$ cat src/rtl/ml_search_scheduler_if.sv
`default_nettype none
// ============================================================================
// Module  : ml_search_scheduler_if
// Brief   : Start/status, metric-engine handshake and decision bus of the
//           ML search scheduler.
// Rev     : 1.0
// ============================================================================
interface ml_search_scheduler_if #(
   parameter int MW = 32
);
   logic          start;
   logic          busy;
   logic          cand_req;
   logic [4:0]    cand_q;
   logic          cand_ack;
   logic          met_valid;
   logic [MW-1:0] met_value;
   logic [2:0]    met_Imin_1;
   logic [2:0]    met_Qmin_1;
   logic [2:0]    met_Imin_2;
   logic [2:0]    met_Qmin_2;
   logic          dec_valid;
   logic [4:0]    q_min;
   logic [2:0]    m_Imin_1;
   logic [2:0]    m_Qmin_1;
   logic [2:0]    m_Imin_2;
   logic [2:0]    m_Qmin_2;
   logic [MW-1:0] min_metric;
   logic          err;

   // The scheduler itself
   modport slave (
      input  start, cand_ack, met_valid, met_value,
             met_Imin_1, met_Qmin_1, met_Imin_2, met_Qmin_2,
      output busy, cand_req, cand_q, dec_valid, q_min,
             m_Imin_1, m_Qmin_1, m_Imin_2, m_Qmin_2, min_metric, err
   );

   // Controller / metric engine / mapping stage side
   modport master (
      output start, cand_ack, met_valid, met_value,
             met_Imin_1, met_Qmin_1, met_Imin_2, met_Qmin_2,
      input  busy, cand_req, cand_q, dec_valid, q_min,
             m_Imin_1, m_Qmin_1, m_Imin_2, m_Qmin_2, min_metric, err
   );
endinterface
`default_nettype wire

$ cat src/rtl/ml_search_scheduler.sv
`default_nettype none
// ============================================================================
// Module  : ml_search_scheduler
// Brief   : Walks all NUM_Q candidate matrices through the metric engine and
//           emits the minimum-metric candidate as a one-cycle decision.
// Rev     : 1.0
// ============================================================================
module ml_search_scheduler #(
   parameter int NUM_Q = 16,
   parameter int MW    = 32
) (
   input  wire logic             clk,
   input  wire logic             rst,
   ml_search_scheduler_if.slave  bus
);

   localparam logic [4:0] c_Q_LAST = 5'(NUM_Q - 1);

   typedef enum logic [1:0] {
      S_IDLE  = 2'd0,
      S_ISSUE = 2'd1,
      S_WAIT  = 2'd2,
      S_DONE  = 2'd3
   } state_t;

   state_t        r_state;
   state_t        w_state_nxt;

   logic [4:0]    r_q;
   logic [4:0]    w_q_nxt;
   logic          r_err;
   logic          w_err_nxt;
   logic          w_load_best;

   logic          r_busy;
   logic          r_cand_req;
   logic          r_dec_valid;

   logic [MW-1:0] r_min_metric;
   logic [4:0]    r_q_min;
   logic [2:0]    r_m_imin_1;
   logic [2:0]    r_m_qmin_1;
   logic [2:0]    r_m_imin_2;
   logic [2:0]    r_m_qmin_2;

   always_ff @(posedge clk) begin
      if (rst) begin
         r_state <= S_IDLE;
      end else begin
         r_state <= w_state_nxt;
      end
   end

   always_comb begin
      w_state_nxt = r_state;
      w_q_nxt     = r_q;
      w_err_nxt   = r_err;
      w_load_best = 1'b0;

      case (r_state)
         S_IDLE: begin
            if (bus.start) begin
               w_state_nxt = S_ISSUE;
               w_q_nxt     = 5'd0;
               w_err_nxt   = 1'b0;
            end
         end
         S_ISSUE: begin
            if (bus.cand_ack) begin
               w_state_nxt = S_WAIT;
            end
         end
         S_WAIT: begin
            if (bus.met_valid) begin
               // Strict compare: an equal metric never displaces an earlier candidate
               w_load_best = (r_q == 5'd0) || (bus.met_value < r_min_metric);
               if (r_q == c_Q_LAST) begin
                  w_state_nxt = S_DONE;
               end else begin
                  w_q_nxt     = r_q + 5'd1;
                  w_state_nxt = S_ISSUE;
               end
            end
         end
         S_DONE: begin
            w_state_nxt = S_IDLE;
         end
         default: begin
            w_state_nxt = S_IDLE;
         end
      endcase

      // Protocol violations win over the clear done by an accepted start
      if (bus.met_valid && (r_state != S_WAIT)) begin
         w_err_nxt = 1'b1;
      end
      if (bus.start && (r_state != S_IDLE)) begin
         w_err_nxt = 1'b1;
      end
   end

   always_ff @(posedge clk) begin
      if (rst) begin
         r_q          <= 5'd0;
         r_err        <= 1'b0;
         r_busy       <= 1'b0;
         r_cand_req   <= 1'b0;
         r_dec_valid  <= 1'b0;
         r_min_metric <= '0;
         r_q_min      <= 5'd0;
         r_m_imin_1   <= 3'd0;
         r_m_qmin_1   <= 3'd0;
         r_m_imin_2   <= 3'd0;
         r_m_qmin_2   <= 3'd0;
      end else begin
         r_q         <= w_q_nxt;
         r_err       <= w_err_nxt;
         // Status strobes are decoded from the next state so they align with it
         r_busy      <= (w_state_nxt != S_IDLE);
         r_cand_req  <= (w_state_nxt == S_ISSUE);
         r_dec_valid <= (w_state_nxt == S_DONE);
         if (w_load_best) begin
            r_min_metric <= bus.met_value;
            r_q_min      <= r_q;
            r_m_imin_1   <= bus.met_Imin_1;
            r_m_qmin_1   <= bus.met_Qmin_1;
            r_m_imin_2   <= bus.met_Imin_2;
            r_m_qmin_2   <= bus.met_Qmin_2;
         end
      end
   end

   assign bus.busy       = r_busy;
   assign bus.cand_req   = r_cand_req;
   assign bus.cand_q     = r_q;
   assign bus.dec_valid  = r_dec_valid;
   assign bus.err        = r_err;
   assign bus.min_metric = r_min_metric;
   assign bus.q_min      = r_q_min;
   assign bus.m_Imin_1   = r_m_imin_1;
   assign bus.m_Qmin_1   = r_m_qmin_1;
   assign bus.m_Imin_2   = r_m_imin_2;
   assign bus.m_Qmin_2   = r_m_qmin_2;

endmodule
`default_nettype wire

$ cat src/flat_wrapper.sv
// flat-port wrapper written by rule: the top's interface ports become plain ports
module ml_search_scheduler_flat 
#(
   parameter int NUM_Q = 16,
   parameter int MW    = 32
)
  (clk, rst, bus_start, bus_cand_ack, bus_met_valid, bus_met_value, bus_met_Imin_1, bus_met_Qmin_1, bus_met_Imin_2, bus_met_Qmin_2, bus_busy, bus_cand_req, bus_cand_q, bus_dec_valid, bus_q_min, bus_m_Imin_1, bus_m_Qmin_1, bus_m_Imin_2, bus_m_Qmin_2, bus_min_metric, bus_err);
  ml_search_scheduler_if #(.MW(MW)) bus_i ();
  input  wire logic clk;
  input  wire logic rst;
  input wire logic [$bits(bus_i.start)-1:0] bus_start;
  input wire logic [$bits(bus_i.cand_ack)-1:0] bus_cand_ack;
  input wire logic [$bits(bus_i.met_valid)-1:0] bus_met_valid;
  input wire logic [$bits(bus_i.met_value)-1:0] bus_met_value;
  input wire logic [$bits(bus_i.met_Imin_1)-1:0] bus_met_Imin_1;
  input wire logic [$bits(bus_i.met_Qmin_1)-1:0] bus_met_Qmin_1;
  input wire logic [$bits(bus_i.met_Imin_2)-1:0] bus_met_Imin_2;
  input wire logic [$bits(bus_i.met_Qmin_2)-1:0] bus_met_Qmin_2;
  output wire logic [$bits(bus_i.busy)-1:0] bus_busy;
  output wire logic [$bits(bus_i.cand_req)-1:0] bus_cand_req;
  output wire logic [$bits(bus_i.cand_q)-1:0] bus_cand_q;
  output wire logic [$bits(bus_i.dec_valid)-1:0] bus_dec_valid;
  output wire logic [$bits(bus_i.q_min)-1:0] bus_q_min;
  output wire logic [$bits(bus_i.m_Imin_1)-1:0] bus_m_Imin_1;
  output wire logic [$bits(bus_i.m_Qmin_1)-1:0] bus_m_Qmin_1;
  output wire logic [$bits(bus_i.m_Imin_2)-1:0] bus_m_Imin_2;
  output wire logic [$bits(bus_i.m_Qmin_2)-1:0] bus_m_Qmin_2;
  output wire logic [$bits(bus_i.min_metric)-1:0] bus_min_metric;
  output wire logic [$bits(bus_i.err)-1:0] bus_err;
  assign bus_i.start = bus_start;
  assign bus_i.cand_ack = bus_cand_ack;
  assign bus_i.met_valid = bus_met_valid;
  assign bus_i.met_value = bus_met_value;
  assign bus_i.met_Imin_1 = bus_met_Imin_1;
  assign bus_i.met_Qmin_1 = bus_met_Qmin_1;
  assign bus_i.met_Imin_2 = bus_met_Imin_2;
  assign bus_i.met_Qmin_2 = bus_met_Qmin_2;
  assign bus_busy = bus_i.busy;
  assign bus_cand_req = bus_i.cand_req;
  assign bus_cand_q = bus_i.cand_q;
  assign bus_dec_valid = bus_i.dec_valid;
  assign bus_q_min = bus_i.q_min;
  assign bus_m_Imin_1 = bus_i.m_Imin_1;
  assign bus_m_Qmin_1 = bus_i.m_Qmin_1;
  assign bus_m_Imin_2 = bus_i.m_Imin_2;
  assign bus_m_Qmin_2 = bus_i.m_Qmin_2;
  assign bus_min_metric = bus_i.min_metric;
  assign bus_err = bus_i.err;
  ml_search_scheduler #(.NUM_Q(NUM_Q), .MW(MW)) u_core (.clk(clk), .rst(rst), .bus(bus_i));
endmodule
$ cat config.mk
export PLATFORM = sky130hd
export DESIGN_NAME = ml_search_scheduler_flat
export DESIGN_NICKNAME = d
export VERILOG_FILES = /design/src/rtl/ml_search_scheduler_if.sv /design/src/rtl/ml_search_scheduler.sv /design/src/flat_wrapper.sv
export SDC_FILE = /design/constraint.sdc
export NUM_CORES = 1
export LEC_CHECK = 0
export ABC_AREA = 1
export CORE_UTILIZATION = 52
export CTS_BUF_LIST = sky130_fd_sc_hd__clkbuf_8
export CTS_CLUSTER_SIZE = 14
export DETAILED_ROUTE_END_ITERATION = 6
export PLACE_DENSITY = 0.95
export SYNTH_ARGS = -nofsm -noshare
export SYNTH_HDL_FRONTEND = slang
export SYNTH_SLANG_ARGS = --single-unit
export TNS_END_PERCENT = 10
$ cat constraint.sdc
create_clock -name clk -period 2.8 [get_ports clk]
set_clock_uncertainty 0.15 [all_clocks]
set_input_delay 0.56 -clock clk [delete_from_list [all_inputs] [get_ports clk]]
set_output_delay 0.56 -clock clk [all_outputs]
set_load 0.05 [all_outputs]
==> summary by stage, run 1 <==
Clock network
The number of clock sinks is 60. After clock tree synthesis, the clock-pin slew on the worst setup and hold paths is ~80 ps. The CTS buffer count is 9. TritonCTS built the clock tree.

Once the clock tree was built, the setup fixing pass inserted 0 buffers. For the worst-skew pair, the clock arrives at the later sink with an insertion delay of 340 ps. In this run the clock root is driven by a sky130_fd_sc_hd__clkbuf_8. For this design, the CTS-stage hold fixing added 0 buffers. The clock passes through at most 2 buffers. The post-CTS resize count is 0.

The H-tree generated during clock tree synthesis spans 3 levels.

Hold path
The start point of the worst min-delay path is u_core.bus.q_min[2]$_SDFFE_PP0P_. The type of the tightest min-delay check is reg2reg.

Synthesis
The cell taking the most area after synthesis is sky130_fd_sc_hd__dfxtp_1. Counting flops with a built-in enable in the synthesized netlist gives 0. The number of storage elements in the synthesis netlist is 60. The mapped netlist covers around 3400 um^2. After synthesis, the cell types taking the most area are sky130_fd_sc_hd__dfxtp_1 (35%), sky130_fd_sc_hd__ha_1 (12%), sky130_fd_sc_hd__inv_1 (10%). Averaged over all synthesized cells, the footprint is about 6.7 um^2.

The post-synthesis cell type count is 23. The register area share after synthesis is 34.95%. The most used standard cell by instance count after synthesis is sky130_fd_sc_hd__inv_1.

The post-synthesis cell count is 512. The top flip-flop cell by instance count after synthesis is sky130_fd_sc_hd__dfxtp_1. After synthesis, the largest area contributor takes up 34.95% of total cell area. The synthesized netlist net count is 595. The share of async-settable or async-resettable flops after synthesis is 0%. Yosys printed 0 warnings. The commonest cells after synthesis are sky130_fd_sc_hd__inv_1 (96), sky130_fd_sc_hd__nand2_1 (86), sky130_fd_sc_hd__nor2_1 (69).

Critical path
The maximum fanout along the worst path is 40. The worst setup path is of the in2reg kind. The element type at the critical path end is a flip-flop. The beginning of the critical path is bus_met_value[5]. The arrival time of data at the critical path endpoint is around 2700 ps. For the worst setup path, the data required time is 2890 ps. The nature of the critical path startpoint is a primary input. The beginning of the worst register-to-register path is u_core.bus.min_metric[5]$_SDFFE_PP0P_.

Drt
The total via count after detailed routing is around 3600. The number of nets still failing antenna checks after routing is 0. After the first detailed-routing iteration, the DRC count stood at between 200 and 250. The detail-routed via count per cell is between 5 and 6. In the routed design, unresolved DRC markers number 0. Summed over all layers, the routed wires come to between 8 and 9 mm. After detailed routing, the average wire length per cell comes to 12.86 um. For this run, the detailed router's first-pass iteration total came to 4.

Global routing
The number of global-route vias before repair is approximately 3300. Entering global routing, the biggest net connects 99 pins. The global-route usage over all layers is 26.31%.

The initial antenna violation count is 0. The most crowded layer after global routing is met2. The global-route wire length before repair is roughly 15 mm.

For met1 alone, demand over resource in global routing was around 29%. For met3 alone, demand over resource in global routing was 6.163%. Global routing consumed, on the met2 layer, between 40 and 50% of the routing resources. After global routing the overflow that remains totals 0.

Power and ir drop
The analysis attributes to cell leakage a power of roughly 0.0021 uW. In this run the power spent charging and discharging nets is about 720 uW. In this run, flip-flops and latches consume between 30% and 40% of the power. Combinational logic is responsible for roughly 23% of the overall power. The clock network burns about two fifths of the power.

The fraction of power spent switching nets is ~30%. IR analysis of the VDD net gives a maximum drop of around 0.38 mV. The internal power of the cells totals ~1700 uW. The total design power is roughly 2400 uW.

For this design the ratio of total power to cell area is roughly 500 nW/um^2.

Floorplanning
The floorplan step set the die width to ~83 um. The initial standard-cell utilization of the core is between 50 and 60%. The die covers 6939 um^2. The site row count is 29. The number of top-level design ports is 107. The die is around 83 um tall.

The region available for standard cell placement spans around 6300 um^2.

Layout
The number of antenna cells inserted is 0. In the final layout, flip-flops and latches occupy ~1200 um^2. For this run, the post-layout net count is between 600 and 700. The filler cells instantiated in the layout total about 490.

The multi-input logic area is between 1500 and 2000 um^2. The relative area change from synthesis to final layout is 40.04%. Excluding fillers, the count of instances in the completed layout stands at ~690. The post-route netlist has 4.072% of its cells at a drive strength greater than 1.

Placed design
The number of port buffers is approximately 110. The count of placed standard cells including taps is between 600 and 700. Prior to clock tree synthesis, the placed netlist has a worst setup slack of -22.53 ps. The post-DP HPWL is 6.059 mm. The placer congestion estimate is 0.8786.

Timing
In the post-route analysis, the smallest setup slack over all paths is between 200 and 250 ps. The number of max-slew violations in the final report is 0. The final count of hold timing violations is 0. The worst-case hold slack is about 330 ps. The part of the cycle the worst path needs is roughly 90%. The final critical path time including I/O delays and setup is 2559 ps.

Setup repair after global routing left no endpoint under its margin. The slew of the pin with the lowest slew margin is 544.7 ps. The highest clock rate is approximately 390 MHz. Measured against its own limit, the worst slew margin works out to between 60% and 70%. The final setup violation count is 0.

Job
The number of max-cap violations is 0.

Run status
The flow ran to the end, and the final reports show no timing, DRC or antenna violations.
power by group through the flow:
stage	registers [uW]	logic [uW]	clock network, uW
6_report	903	543	968
5_1_grt	906	592	1030
4_1_cts	902	542	977
3_5_place_dp	922	535	0
3_3_place_gp	920	517	0
2_1_floorplan	1010	248	0
final timing paths:
check                                          end  slack [ps]  depth (start not counted)
max          u_core.bus.min_metric[8]$_SDFFE_PP0P_         240                         15
min reg2reg       u_core.bus.q_min[2]$_SDFFE_PP0P_         330                          2
min               u_core.bus.q_min[2]$_SDFFE_PP0P_         330                          2
max reg2reg  u_core.bus.min_metric[8]$_SDFFE_PP0P_         480                         15
placed cells by master, fill, tap and decap left out:
cell                                n
sky130_fd_sc_hd__nand3_1           52
sky130_fd_sc_hd__clkinvlp_4         1
sky130_fd_sc_hd__inv_2              1
sky130_fd_sc_hd__inv_6              1
sky130_fd_sc_hd__o221ai_1           1
sky130_fd_sc_hd__o21ai_0            8
sky130_fd_sc_hd__buf_12             5
sky130_fd_sc_hd__clkdlybuf4s50_1  106
sky130_fd_sc_hd__nor2_2             1
sky130_fd_sc_hd__inv_1             96
sky130_fd_sc_hd__clkbuf_8           9
sky130_fd_sc_hd__bufinv_16          3
sky130_fd_sc_hd__clkinv_4           2
sky130_fd_sc_hd__nand4_1            3
sky130_fd_sc_hd__a211oi_1           2
sky130_fd_sc_hd__a21boi_0           1
sky130_fd_sc_hd__o31ai_1            1
sky130_fd_sc_hd__ha_1              34
sky130_fd_sc_hd__nor2_1            69
sky130_fd_sc_hd__nand2_1           86
sky130_fd_sc_hd__nand2_2            1
sky130_fd_sc_hd__a21oi_1           67
sky130_fd_sc_hd__nor3_1             2
sky130_fd_sc_hd__nor2_4             1
sky130_fd_sc_hd__a311oi_1           1
sky130_fd_sc_hd__dfxtp_1           60
state kept, by name (all words and copies together), names as in the netlist:
signal,count
u_core.bus.busy,1
u_core.bus.cand_q,5
u_core.bus.cand_req,1
u_core.bus.dec_valid,1
u_core.bus.err,1
u_core.bus.m_Imin_1,3
u_core.bus.m_Imin_2,3
u_core.bus.m_Qmin_1,3
u_core.bus.m_Qmin_2,3
u_core.bus.min_metric,32
u_core.bus.q_min,5
u_core.r_state,2
kinds of logic (layout without fill, tap and decap cells):
family          Yosys count  count (layout)  share of synthesized area, %
fa+ha+maj                34              34                         12.38
buf+inv                 122             224                         14.34
flops                    60              60                         34.95
compound gates           81              81                         12.30
simple gates            215             215                         26.03
final cells by class:
| cell class | instances | area share, % |
|---|---|---|
| Timing Repair Buffer | 111 | 24.12 |
| Clock buffer | 9 | 2.573 |
| Tap cell | 77 | 2.002 |
| Clock inverter | 7 | 2.573 |
| Sequential cell | 60 | 24.95 |
| Multi-Input combinational cell | 330 | 36.21 |
| Inverter | 97 | 7.564 |
layer usage:
| layer | vias up | part of all wire (%) |
|---|---|---|
| li1 | 1806 | - |
| met4 | 0 | 3.8 |
| met3 | 33 | 5.2 |
| met5 | - | 0 |
| met2 | 120 | 51 |
| met1 | 1602 | 40 |
worst max-delay path, stage by stage:
cell	delay [ps]
sky130_fd_sc_hd__clkdlybuf4s50_1	490
sky130_fd_sc_hd__ha_1	240
sky130_fd_sc_hd__a21oi_1	140
sky130_fd_sc_hd__nor2_1	60
sky130_fd_sc_hd__nor3_1	170
sky130_fd_sc_hd__nand2_1	120
sky130_fd_sc_hd__nand2_1	80
sky130_fd_sc_hd__nand2_1	60
sky130_fd_sc_hd__nand2_1	60
sky130_fd_sc_hd__nand2_1	50
sky130_fd_sc_hd__nand2_2	150
sky130_fd_sc_hd__buf_12	220
sky130_fd_sc_hd__nand3_1	110
sky130_fd_sc_hd__nand2_1	90
sky130_fd_sc_hd__nor2_1	40
through the flow:
stage | setup TNS (ps) | cell area (um^2) | util (%)
final | 0 | 4813 | 75.80
after global routing | 0 | 4813 | 75.80
after CTS | 0 | 4813 | 75.80
after detailed placement | -200.9 | 4566 | 71.90
after global placement | 0 | 4566 | 71.90
after floorplan | 0 | 3437 | -
Power figures use the tool's default switching activity.
==> inputs of run 2 (changes only) <==
Settings changed: CTS_CLUSTER_SIZE 14 to default, TNS_END_PERCENT 10 to default.
==> results of run 2 <==
Same layout as run 1: the final DEF is identical, and so are final timing and power.
